[src/rtl/mem_pkg.sv]
// Shared encodings for the port-B memory interface and the load/store initiator FSM.
// Pure declarations: no logic, no latency, no flow control.
// Imported by lsu_mem_initiator and load_extend.
package mem_pkg;

    localparam logic [1:0] MEMOP_IDLE  = 2'b00;
    localparam logic [1:0] MEMOP_LOAD  = 2'b01;
    localparam logic [1:0] MEMOP_STORE = 2'b10;

    localparam logic [1:0] SIZE_BYTE    = 2'b00;
    localparam logic [1:0] SIZE_HALF    = 2'b01;
    localparam logic [1:0] SIZE_WORD    = 2'b10;
    localparam logic [1:0] SIZE_ILLEGAL = 2'b11;

    localparam logic [1:0] ERR_NONE    = 2'b00;
    localparam logic [1:0] ERR_BUS     = 2'b01;
    localparam logic [1:0] ERR_ALIGN   = 2'b10;
    localparam logic [1:0] ERR_TIMEOUT = 2'b11;

    typedef enum logic [1:0] {
        IDLE  = 2'b00,
        ISSUE = 2'b01,
        WAIT  = 2'b10,
        RESP  = 2'b11
    } lsuState_t;

    function automatic logic isMisaligned(input logic [1:0] size, input logic [1:0] addrLo);
        return ((size == SIZE_HALF) && addrLo[0]) || ((size == SIZE_WORD) && (addrLo != 2'b00));
    endfunction

endpackage

[src/rtl/load_extend.sv]
// Sign/zero extension of right-justified load data by access size.
// Latency: purely combinational.
// Backpressure: none.
module load_extend
    import mem_pkg::*;
(
    input  logic [1:0]  size,
    input  logic        isSigned,
    input  logic [31:0] din,
    output logic [31:0] dout
);

    always_comb begin
        dout = din;
        case (size)
            SIZE_BYTE: dout = {{24{isSigned & din[7]}}, din[7:0]};
            SIZE_HALF: dout = {{16{isSigned & din[15]}}, din[15:0]};
            default:   dout = din;
        endcase
    end

endmodule

[src/rtl/lsu_mem_initiator.sv]
// Load/store initiator driving memory port B for the execute stage, one transaction at a time.
// Latency: request in cycle 0, ISSUE in cycle 1, earliest response in cycle 3; alignment errors answer in cycle 1.
// Backpressure: req_ready only in IDLE; a response is held until rsp_ready.
module lsu_mem_initiator
    import mem_pkg::*;
#(
    parameter int TIMEOUT_CYCLES = 64,
    parameter bit CHECK_ALIGN    = 1'b1
) (
    input  logic        clk,
    input  logic        reset,
    input  logic        req_valid,
    output logic        req_ready,
    input  logic        req_store,
    input  logic [1:0]  req_size,
    input  logic        req_signed,
    input  logic [31:0] req_addr,
    input  logic [31:0] req_wdata,
    output logic        rsp_valid,
    input  logic        rsp_ready,
    output logic [31:0] rsp_rdata,
    output logic        rsp_err,
    output logic [1:0]  rsp_err_code,
    output logic [31:0] m_alu,
    output logic [31:0] m_din,
    output logic [1:0]  m_memOp,
    output logic [1:0]  m_memSize,
    input  logic [31:0] m_doutB,
    input  logic        m_readValidB,
    input  logic        m_ready,
    input  logic        m_busErr
);

    localparam int CNT_W = $clog2(TIMEOUT_CYCLES + 1);

    lsuState_t        state;
    logic             reqStoreQ;
    logic [1:0]       reqSizeQ;
    logic             reqSignedQ;
    logic [CNT_W-1:0] waitCnt;
    logic [CNT_W-1:0] waitCntNext;
    logic [31:0]      loadExt;
    logic             memDone;
    logic             reqBad;

    load_extend uLoadExtend (
        .size     (reqSizeQ),
        .isSigned (reqSignedQ),
        .din      (m_doutB),
        .dout     (loadExt)
    );

    // Stores finish on m_ready, loads on read data valid; both sampled in the same cycle.
    assign memDone     = reqStoreQ ? m_ready : m_readValidB;
    assign reqBad      = (req_size == SIZE_ILLEGAL) ||
                         (CHECK_ALIGN && isMisaligned(req_size, req_addr[1:0]));
    assign waitCntNext = waitCnt + CNT_W'(1);

    always_ff @(posedge clk or negedge reset) begin
        if (!reset) begin
            state        <= IDLE;
            req_ready    <= 1'b1;
            rsp_valid    <= 1'b0;
            rsp_rdata    <= '0;
            rsp_err      <= 1'b0;
            rsp_err_code <= ERR_NONE;
            m_alu        <= '0;
            m_din        <= '0;
            m_memOp      <= MEMOP_IDLE;
            m_memSize    <= SIZE_BYTE;
            waitCnt      <= '0;
            reqStoreQ    <= 1'b0;
            reqSizeQ     <= SIZE_BYTE;
            reqSignedQ   <= 1'b0;
        end else begin
            case (state)
                IDLE: begin
                    if (req_valid) begin
                        reqStoreQ  <= req_store;
                        reqSizeQ   <= req_size;
                        reqSignedQ <= req_signed;
                        req_ready  <= 1'b0;
                        if (reqBad) begin
                            // Rejected locally: the memory never sees this access.
                            state        <= RESP;
                            rsp_valid    <= 1'b1;
                            rsp_rdata    <= '0;
                            rsp_err      <= 1'b1;
                            rsp_err_code <= ERR_ALIGN;
                        end else begin
                            state     <= ISSUE;
                            m_alu     <= req_addr;
                            m_din     <= req_wdata;
                            m_memSize <= req_size;
                            m_memOp   <= req_store ? MEMOP_STORE : MEMOP_LOAD;
                        end
                    end
                end
                ISSUE: begin
                    if (m_busErr) begin
                        state        <= RESP;
                        m_memOp      <= MEMOP_IDLE;
                        rsp_valid    <= 1'b1;
                        rsp_rdata    <= '0;
                        rsp_err      <= 1'b1;
                        rsp_err_code <= ERR_BUS;
                    end else begin
                        state   <= WAIT;
                        waitCnt <= '0;
                    end
                end
                WAIT: begin
                    if (memDone) begin
                        state        <= RESP;
                        m_memOp      <= MEMOP_IDLE;
                        rsp_valid    <= 1'b1;
                        rsp_rdata    <= reqStoreQ ? 32'd0 : loadExt;
                        rsp_err      <= 1'b0;
                        rsp_err_code <= ERR_NONE;
                    end else if (waitCntNext == CNT_W'(TIMEOUT_CYCLES)) begin
                        state        <= RESP;
                        waitCnt      <= waitCntNext;
                        m_memOp      <= MEMOP_IDLE;
                        rsp_valid    <= 1'b1;
                        rsp_rdata    <= '0;
                        rsp_err      <= 1'b1;
                        rsp_err_code <= ERR_TIMEOUT;
                    end else begin
                        waitCnt <= waitCntNext;
                    end
                end
                RESP: begin
                    if (rsp_ready) begin
                        state     <= IDLE;
                        rsp_valid <= 1'b0;
                        req_ready <= 1'b1;
                    end
                end
                default: begin
                    state     <= IDLE;
                    req_ready <= 1'b1;
                    rsp_valid <= 1'b0;
                    m_memOp   <= MEMOP_IDLE;
                end
            endcase
        end
    end

endmodule

[config.mk]
export PLATFORM = sky130hd
export DESIGN_NAME = lsu_mem_initiator
export DESIGN_NICKNAME = d
export VERILOG_FILES = /design/src/rtl/mem_pkg.sv /design/src/rtl/load_extend.sv /design/src/rtl/lsu_mem_initiator.sv
export SDC_FILE = /design/constraint.sdc
export NUM_CORES = 1
export LEC_CHECK = 0
export BUFFER_PORTS_ARGS = -buffer_cell sky130_fd_sc_hd__buf_4
export CORE_UTILIZATION = 40
export CTS_CLUSTER_DIAMETER = 200
export DETAILED_ROUTE_END_ITERATION = 7
export PLACE_DENSITY = 0.72
export SETUP_SLACK_MARGIN = 0.4
export SKIP_CTS_REPAIR_TIMING = 1
export SYNTH_ARGS = -nofsm -noshare
export SYNTH_HDL_FRONTEND = slang
export SYNTH_SLANG_ARGS = --single-unit
[constraint.sdc]
create_clock -name clk -period 2.6 [get_ports clk]
set_input_delay 0.13 -clock clk [delete_from_list [all_inputs] [get_ports clk]]
set_output_delay 0.13 -clock clk [all_outputs]
set_load 0.02 [all_outputs]
==> impl_metrics.yaml <==
outcome:
  outcome: "finished, final reports clean"
placed_design:
  hpwl_mm: 9.04
  place_congestion: 0.832
  port_buffers: 211
  placedCellCount: 771
finish:
  drive_gt1_share_pct: 51.7
  finalNonFillerCells: 884
  final_nets: 811
  num_antenna_cells: 0
  utilization_pct: 66.8
  syn_to_final_growth_pct: 62.5
hold_path:
  hold_path_end: "req_ready"
  whs_path_depth: 3
  hp-start: "rsp_ready"
  min_path_type: "primary input to register"
critical_path:
  rr_worst_depth: 7
  ff2ff_setup_slack_ps: 470
  reg2reg_from: "waitCnt[0]"
  cp.required_ps: 2890
  end_kind: "register"
  critPathArrivalTime_ps: 2410
  critPathMaxFanout: 14
  cp-start-kind: "register"
  critical_path_class: "register to register"
  r2r_end: "rsp_rdata[11]"
timing:
  skew_ps: 5.90
  post-route-period-util_pct: 81.8
  setup_viol: 0
  finalSetupTns_ps: 0
  timing.hold.ws_ps: 1.52
  hold_viol_final: 0
  max_slew_margin_pct: 43.3
  period_needed_ps: 2130
  tightest_slew_ps: 848
  rsz0062_at_grt: "false"
  timing.fmax_mhz: 470
  drv_slew: 0
clock_tree:
  tritoncts: "done"
  cts_buffers: 17
  htreeDepth: 4
  clockRootBuffer: "clkbuf_16"
  insertion_delay_ps: 410
  cts_sinks: 118
  clkTransAtPathRegs_ps: 60
  ctsLongestPathBuffers: 2
floorplan:
  num_rows: 41
  die_h_um: 116
  die_x_um: 116
  start_util_pct: 41.1
  ios: 212
  core_sq_um: 12700
  dieArea_sq_um: 13500
global_routing:
  gr-total-overflow: 0
  grt.total_usage_pct: 18.6
  grt_pass1_wl_mm: 19.0
  grt_pass1_vias: 3879
  antenna_found_initial: 0
  grt_max_degree: 98
synthesis:
  syn_nets: 510
  synthCells: 398
  synth-async-reset-ratio_pct: 100
  synth.distinct_cells: 45
  ys_warn_count: 0
  synth_area_leader_cell: "dfrtp_1"
  synth_top_area_share_pct: 56.2
  synth_area_leaders: "dfrtp_1 (56%), mux2_2 (16%), mux2_4 (5.5%)"
  synth_common_cells: "dfrtp_1 (117), mux2_2 (76), inv_1 (32), a21oi_1 (28), o21ai_0 (21)"
  synth-edff-count: 0
  synth_ff_type: "dfrtp_1"
  mappedNetlistArea_sq_um: 5210
  seq_area_frac_synth_pct: 56.7
  postSynthAreaPerCell_sq_um: 13.1
  yosysMostFrequentCell: "dfrtp_1"
  ys_ff_latch: 118
drt:
  avgViaCountPerCell: 4.82
  initialDrtViolationCount: 231
  wl_mm: 14.4
  dr.pass1.iters: 4
  vias: 4265
  drc: 0
  wire_per_inst_um: 16.3
  ant_nets: 0
power:
  power_density_nw_per_um2: 1210
  p_leak_nw: 4.14
  ir_worst_vdd_mv: 0.795
job:
  drv_cap: 0
[placed cells by master (no fill, tap or decap), types with 2 or more instances in the layout]
cell	instances
and3_4	2
dfrtp_1	117
inv_6	3
bufinv_16	2
a21oi_1	28
nor3_1	2
mux2_4	19
clkbuf_16	19
nand4_1	3
inv_1	30
dlygate4sd3_1	74
nand2b_1	2
a22o_1	2
nand3_1	5
nor3b_1	2
ha_1	3
nor2_1	9
mux2i_1	11
nor2b_1	3
nand2_1	17
mux2_2	76
buf_12	4
o211ai_1	2
nand3b_1	2
o21ai_0	21
clkinv_4	5
inv_2	2
clkinv_2	2
buf_4	219
[registers in the layout (all words and copies together) (netlist names)]
register,cells
rsp_valid,1
m_memSize,2
req_ready,1
m_din,32
m_memOp,2
reqSizeQ,2
m_alu,32
rsp_rdata,32
rsp_err_code,2
waitCnt,7
reqSignedQ,1
rsp_err,1
state,2
reqStoreQ,1
[kinds of logic (layout without fill, tap and decap cells)]
| family | count (synthesis) | in the layout | synth area share (%) |
|---|---|---|---|
| AO/OA/AOI/OAI | 63 | 63 | 7.20 |
| XOR/XNOR | 1 | 1 | 0.168 |
| adder cells (fa/ha/maj) | 5 | 5 | 1.20 |
| buffers and inverters | 49 | 363 | 4.63 |
| flip-flops | 118 | 118 | 56.7 |
| multiplexers | 107 | 107 | 24.3 |
| AND/OR/NAND/NOR | 55 | 55 | 5.81 |
[worst max-delay path, stage by stage (launching register included)]
cell and delay [ps]:
dfrtp_1 380, ha_2 220, and3_4 210, nand3_4 90
o311ai_4 280, and3_4 300, clkbuf_16 210, mux2_4 300
[how the worst max path moves through the flow]
stage | start | end | slack [ps]
after CTS | state[0] | rsp_rdata[27] | 120
after floorplan | state[0] | rsp_rdata[10] | 440
after global routing | state[1] | rsp_rdata[11] | 390
final | waitCnt[0] | rsp_rdata[11] | 470
after detailed placement | state[0] | rsp_rdata[27] | 140
after global placement | state[0] | rsp_rdata[24] | 280
[layer usage]
layer	vias to the layer above	part of all wire (%)	GRT usage, %	routed length, um
met5	-	0	0	0
met4	0	1.8	7.78	260
met3	22	7.7	7.63	1110
met2	176	49	29.6	7080
met1	2067	41	22.3	5920
li1	2000	-	-	-
[final cells by class]
class                   count  area (sq um)
clock buffers              19           443
well taps                 172           215
inverters                  32           120
clock inverters            13           148
multi-input cells         231          2070
fillers                   893          4210
flip-flops and latches    118          2950
repair buffers            299          2510
[metrics by stage]
step | total power [W] | cell area (sq um) | setup WS, ps
floorplan | 0.00577 | 5210 | 441
global placement | 0.00726 | 6990 | 281
detailed placement | 0.00739 | 6990 | 144
CTS | 0.00973 | 7580 | 121
global route | 0.0107 | 8470 | 389
finish | 0.0102 | 8470 | 474
[where the power goes]
group,leakage [nW],switching (W),internal (W)
Sequential,1.49,0.000489,0.00260
Combinational,2.37,0.00238,0.00243
Clock,0.288,0.000866,0.00145
Total,4.14,0.00374,0.00648
Power figures use the tool's default switching activity.
